File: config.mk
export PLATFORM = sky130hd
export DESIGN_NAME = mem_arbiter_2port
export DESIGN_NICKNAME = d
export VERILOG_FILES = /design/src/rtl/mem_arbiter_2port.sv
export SDC_FILE = /design/constraint.sdc
export NUM_CORES = 1
export LEC_CHECK = 0
export ABC_CLOCK_PERIOD_IN_PS = 5240
export CAP_MARGIN = 10
export CORE_AREA = 2 2 142 144
export DETAILED_ROUTE_END_ITERATION = 10
export DIE_AREA = 0 0 144 146
export HOLD_SLACK_MARGIN = 0.03
export PLACE_DENSITY = 0.64
export SYNTH_ARGS = -nofsm -noshare
export SYNTH_HDL_FRONTEND = slang
export SYNTH_SLANG_ARGS = --single-unit
File: constraint.sdc
create_clock -name clk -period 5.24 [get_ports clk]
set_clock_uncertainty 0.05 [all_clocks]
set_input_delay 0.786 -clock clk [delete_from_list [all_inputs] [get_ports clk]]
set_output_delay 0.786 -clock clk [all_outputs]
set_load 0.1 [all_outputs]
File: src/rtl/mem_arbiter_2port.sv
// Two-port memory arbiter: instruction fetch (port 0) and data access (port 1)
// share one memory port with at most one transaction outstanding at a time.
module mem_arbiter_2port #(
  parameter bit p_fixed_prio = 1'b0
) (
  input  logic        clk,
  input  logic        rst,

  input  logic        req0_val,
  output logic        req0_rdy,
  input  logic        req0_type,
  input  logic [31:0] req0_addr,
  input  logic [31:0] req0_wdata,

  input  logic        req1_val,
  output logic        req1_rdy,
  input  logic        req1_type,
  input  logic [31:0] req1_addr,
  input  logic [31:0] req1_wdata,

  output logic        resp0_val,
  output logic [31:0] resp0_data,
  output logic        resp1_val,
  output logic [31:0] resp1_data,

  output logic        mem_req_val,
  input  logic        mem_req_rdy,
  output logic        mem_req_type,
  output logic [31:0] mem_req_addr,
  output logic [31:0] mem_req_wdata,

  input  logic        mem_resp_val,
  input  logic [31:0] mem_resp_data,

  output logic [31:0] grant0_count,
  output logic [31:0] grant1_count,

  // {busy, owner, prio}
  output logic [2:0]  dbg_state
);

  // Handshake rule for every val/rdy pair here: a transfer happens on the
  // rising edge where val and rdy are both high; val never depends on rdy,
  // and a requester may drop val before a transfer without side effects.

  typedef enum logic {
    IDLE = 1'b0,
    BUSY = 1'b1
  } state_t;

  localparam logic [31:0] CNT_MAX = 32'hFFFF_FFFF;

  state_t      state_q, state_d;
  logic        owner_q, owner_d;
  logic        prio_q,  prio_d;
  logic [31:0] cnt0_q,  cnt1_q;

  logic        any_val;
  logic        winner;
  logic        accept;

  assign any_val = req0_val | req1_val;

  // Lone requester wins outright; contention resolves by parameter or prio.
  always_comb begin
    winner = 1'b0;
    if (req0_val && !req1_val) begin
      winner = 1'b0;
    end else if (!req0_val && req1_val) begin
      winner = 1'b1;
    end else if (req0_val && req1_val) begin
      winner = p_fixed_prio ? 1'b0 : prio_q;
    end
  end

  assign accept = !rst && (state_q == IDLE) && any_val && mem_req_rdy;

  always_comb begin
    state_d       = state_q;
    owner_d       = owner_q;
    prio_d        = prio_q;
    req0_rdy      = 1'b0;
    req1_rdy      = 1'b0;
    resp0_val     = 1'b0;
    resp1_val     = 1'b0;
    mem_req_val   = 1'b0;
    mem_req_type  = winner ? req1_type  : req0_type;
    mem_req_addr  = winner ? req1_addr  : req0_addr;
    mem_req_wdata = winner ? req1_wdata : req0_wdata;

    case (state_q)
      IDLE: begin
        mem_req_val = !rst && any_val;
        req0_rdy    = !rst && any_val && !winner && mem_req_rdy;
        req1_rdy    = !rst && any_val &&  winner && mem_req_rdy;
        if (accept) begin
          state_d = BUSY;
          owner_d = winner;
          prio_d  = ~winner;
        end
      end
      BUSY: begin
        if (!rst && mem_resp_val) begin
          resp0_val = !owner_q;
          resp1_val =  owner_q;
          state_d   = IDLE;
        end
      end
      default: begin
        state_d = IDLE;
      end
    endcase
  end

  always_ff @(posedge clk) begin
    if (rst) begin
      state_q <= IDLE;
      owner_q <= 1'b0;
      prio_q  <= 1'b0;
    end else begin
      state_q <= state_d;
      owner_q <= owner_d;
      prio_q  <= prio_d;
    end
  end

  // Grant counters stick at all-ones rather than wrapping.
  always_ff @(posedge clk) begin
    if (rst) begin
      cnt0_q <= 32'd0;
      cnt1_q <= 32'd0;
    end else if (accept) begin
      if (!winner && cnt0_q != CNT_MAX) begin
        cnt0_q <= cnt0_q + 32'd1;
      end
      if (winner && cnt1_q != CNT_MAX) begin
        cnt1_q <= cnt1_q + 32'd1;
      end
    end
  end

  assign resp0_data   = mem_resp_data;
  assign resp1_data   = mem_resp_data;
  assign grant0_count = cnt0_q;
  assign grant1_count = cnt1_q;
  assign dbg_state    = {state_q == BUSY, owner_q, prio_q};

endmodule

; Word-level counts from Yosys, hierarchy flattened
; Cells that the tools add are included.
[word_totals]
ff_bits = 67
in_bits = 168
word_cells = 50
[classes]
addsub = 2
n_eq_ne = 2
muxes = 16
bitwise = 3
n_reduce_logical = 22
[op_table]
columns = op, n
row1 = "adder 32 x 1 -> 32 bit, second input constant", 2
row2 = two-way mux 32 bit, 2
row3 = "!= test 32 bit, second input constant", 2
row4 = logical AND 1 bit, 14
row5 = two-way mux 1 bit, 13
row6 = AND reduction 2 bit, 3
row7 = logical NOT 1 bit, 5
row8 = inverter 1 bit, 2
row9 = case mux 1 bit (2 select lines), 1
row10 = OR 1 bit, 1

; Depth between registers and ports, before layout
[depth]
ltp_word = 8
mapped_depth = 9
depth_no_buf = 6

; Worst setup path after synthesis
; OpenSTA, ideal clock, no wires.
[synth_timing]
path_type = input-to-output
from = in rst
to = out resp1_val
arrival_time_ns = 3.569
t_required_ns = 4.404
setup_slack_ns = 0.835
cell_stages = 4
cell_sequence = buf_2 clkbuf_1 buf_1 nor3b_1
[synth_between]
elab_chain_len = 4
[synth_lines]
columns = element, line
row1 = start: declaration, 7  ; input logic rst,
row2 = logical NOT 1 bit, 103  ; if (!rst && mem_resp_val) begin
row3 = logical AND 1 bit, 103
row4 = two-way mux 1 bit, 103
row5 = two-way mux 1 bit, 91  ; case (state_q)
row6 = end: declaration, 23  ; output logic resp1_val,
; Every way passes these cells.

; Worst setup path after layout
[layout_timing]
from = in mem_req_rdy
to = out req0_rdy
[layout_between]
elab_chain_len = 2
[layout_lines]
columns = element, line
row1 = start: declaration, 27  ; input logic mem_req_rdy,
row2 = logical AND 1 bit, 94  ; req0_rdy = !rst && any_val && !winner && mem_req_rdy;
row3 = two-way mux 1 bit, 91
row4 = end: declaration, 10  ; output logic req0_rdy,
; Every way passes these cells.

==> results.toml <==
[yosys]
yosys_register_bits = 67
post-synth-top-count-cell = "sky130_fd_sc_hd__mux2_2"
synth.avg_cell_area_um2 = 8.57
synth_top_area_share_pct = 28.4
netlist_area_pre_place_mm2 = 0.00472
dominant_combinational_cell_family_by_area_after_synthesis = "simple AND/OR/NAND/NOR gates"
post_synth_most_frequent_cells = "sky130_fd_sc_hd__mux2_2 (68), sky130_fd_sc_hd__buf_4 (67), sky130_fd_sc_hd__dfxtp_1 (67), sky130_fd_sc_hd__a21oi_1 (42), sky130_fd_sc_hd__nand2_1 (29)"
synth_fa_ha_area_share_pct = 0.530
synthesis.instances = 551
async_flop_share_pct = 0
synth_compound_gate_area_share_pct = 13.9
synth-edff-count = 0
post_synth_num_cell_types = 54
synthMuxAreaShare_pct = 17.1
netlist_top_cells_area = "sky130_fd_sc_hd__dfxtp_1 (28%), sky130_fd_sc_hd__mux2_2 (16%), sky130_fd_sc_hd__buf_4 (11%), sky130_fd_sc_hd__a21oi_1 (4.5%), sky130_fd_sc_hd__or4_1 (3.2%)"
synth-simple-area-share_pct = 24.0
synth_largest_area_cell = "sky130_fd_sc_hd__dfxtp_1"
synth-main-ff-cell = "sky130_fd_sc_hd__dfxtp_1"
yosysSeqAreaShare_pct = 28.4
synth.net_count = 721
yosys_warnings = 0
synthXorXnorAreaFrac_pct = 1.85

[placement]
place.port_buffers = 272
dpl.cell_count = 994
place.gp.congestion = 0.892
detailedPlace.worstSlack_ns = 1.38
dp_hpwl_um = 16400

[critical_path]
cp_data_arrival_time_ns = 3.03
ff2ff_path_depth = 6
criticalPathCategory = "in2out"
regToRegStartpoint = "state_q"
regToRegSetupSlack_ns = 2.20
cp-start-kind = "input port"
timing.rr.end = "grant1_count[25]"
timing.critical_path.fanout_max = 4
critical_path_required_ns = 4.40
end_kind = "primary output"

[finish]
layout.nets = 910
filler_cell_count = 1978
layoutNonFillerInstCount = 1011
postLayoutCoreUtil_pct = 37.7
post_route_cells_drive_above_1_share_pct = 23.0
layout-area-overhead-vs-synth_pct = 54.4

[worst_hold_path]
worstHoldPathCells = 2
min_to = "grant1_count[30]"
holdCritStartpoint = "grant1_count[30]"
holdCritPathClass = "reg2reg"

[global_route]
global_route_wire_length_before_repair_um = 28700
antenna_found_initial = 9
grt_use_total_pct = 18.3
number_of_global_route_vias_before_repair = 4530
grt.overflow.total = 0
pin_count_of_the_biggest_net_entering_global_routing = 37

[timing]
timing.final.crit_period_ns = 3.87
hold_viol = 0
slew-limit-headroom_pct = 29.4
slack_of_the_critical_path_ns = 1.37
setup_tns_ns = 0
worst-slew-pin-transition_ns = 1.06
period_share_pct = 73.8
worst_hold_slack_ns = 0.451
rsz0062_at_grt = "false"
finalSetupViolations = 0
slew_violations = 0
fmax_mhz = 259

[floorplan]
top_level_ports = 369
core.rowCount = 51
initial_core_util_pct = 24.4
die-height_um = 146
die_w_um = 144
core_mm2 = 0.0193
design.die.area_mm2 = 0.0210

[routing]
detailedRoute.firstPassIterationCount = 4
drt_first_iter_violations = 255
drc_errors = 0
detail-route-antenna-nets = 0
detailroute.via_count = 4877
wl_per_cell_um = 19.8
routed_via_density = 4.82
postRouteWirelength_um = 20000

[clock_tree]
cts_htree_levels = 3
path_clk_slew_ns = 0.05
clk_latency_ns = 0.34
numCtsBuffers = 9
post_cts_hold_buffer_count = 0
cts_tree = "built"
numClockSinks = 67
cts.repair.resized = 0
clock_tree.buffer_depth = 2
cts_root_buf = "sky130_fd_sc_hd__clkbuf_16"
post-cts-setup-buffers = 0

[power_and_ir_drop]
max-vdd-ir-drop_mv = 0.146
power_density_mw_per_mm2 = 240
pleak_nw = 2.46

[run]
cap_violations = 0

[status]
status = "complete, no violations"
==> sequential cells by signal, indices dropped and copies added, names as in the netlist <==
signal        flops
state_q           1
prio_q            1
grant1_count     32
grant0_count     32
owner_q           1
==> per-layer routing <==
layer | GRT usage (%) | part of all wire, % | vias to the layer above
met5 | 0 | 0.45 | -
met2 | 27.6 | 44 | 169
met1 | 22.2 | 41 | 2257
met4 | 5.54 | 2.2 | 14
li1 | - | - | 2384
met3 | 10.2 | 11 | 53
==> critical path, cell delays in order <==
cell and delay (ns):
sky130_fd_sc_hd__clkdlybuf4s50_1 0.47, sky130_fd_sc_hd__nor3b_2 0.26, sky130_fd_sc_hd__nand3_1 0.25, sky130_fd_sc_hd__inv_1 0.12, sky130_fd_sc_hd__clkdlybuf4s50_1 1.13
==> area by class of cell <==
cell class                 count  area (µm²)  area share [%]
multi-input combinational    379        2720            37.3
tap                          265         332            4.55
antenna                        2        5.00          0.0686
clock buffer                  10         229            3.14
timing repair buffer         277        2590            35.5
sequential                    67        1340            18.4
clock inverter                 5        55.1           0.755
inverter                       6        22.5           0.309
==> how the worst max path moves through the flow <==
stage	from	to	slack (ns)	cells past startpoint
after floorplan	rst	resp1_val	0.83	4
after global placement	mem_req_rdy	req0_rdy	1.43	5
after detailed placement	req0_val	mem_req_addr[20]	1.38	6
after CTS	mem_req_rdy	req0_rdy	1.37	5
after global routing	req0_val	mem_req_addr[19]	1.25	6
final	mem_req_rdy	req0_rdy	1.37	5
==> metrics by stage <==
step / total power, mW / cell area (µm²)
final: 1.75 / 7290
after global routing: 1.80 / 7290
after CTS: 1.77 / 7290
after detailed placement: 1.17 / 7000
after global placement: 1.17 / 7000
after floorplan: 1.20 / 4720
==> power breakdown <==
| part | total [mW] | internal (mW) | switching (mW) |
|---|---|---|---|
| combinational | 0.637 | 0.196 | 0.441 |
| sequential | 0.517 | 0.512 | 0.00465 |
| clock | 0.599 | 0.364 | 0.235 |
| total | 1.75 | 1.07 | 0.680 |
==> cell families after synthesis <==
kind of cell | Yosys count
adders and majority gates | 2
DFF | 67
xor gates and xnor gates | 10
muxes | 72
AOI/OAI and AO/OA | 106
buffers and inverters | 105
and+or+nand+nor | 189
==> layout by cell type (no fill, tap or decap), types with 5 or more instances in the layout <==
cell	netlist	layout
sky130_fd_sc_hd__a21oi_1	42	42
sky130_fd_sc_hd__and4_1	5	5
sky130_fd_sc_hd__buf_4	67	71
sky130_fd_sc_hd__clkbuf_16	0	9
sky130_fd_sc_hd__clkdlybuf4s50_1	0	205
sky130_fd_sc_hd__dfxtp_1	67	67
sky130_fd_sc_hd__mux2_2	68	68
sky130_fd_sc_hd__nand2_1	29	28
sky130_fd_sc_hd__nand3_1	21	21
sky130_fd_sc_hd__nand4_1	21	21
sky130_fd_sc_hd__nor2_1	26	26
sky130_fd_sc_hd__nor2b_1	7	7
sky130_fd_sc_hd__nor3_1	8	8
sky130_fd_sc_hd__o21ai_0	18	18
sky130_fd_sc_hd__o31ai_1	19	19
sky130_fd_sc_hd__o41ai_1	5	5
sky130_fd_sc_hd__or3_1	23	23
sky130_fd_sc_hd__or4_1	20	20
sky130_fd_sc_hd__xnor2_1	9	9
Note: power is estimated with default switching activity, not from simulation.
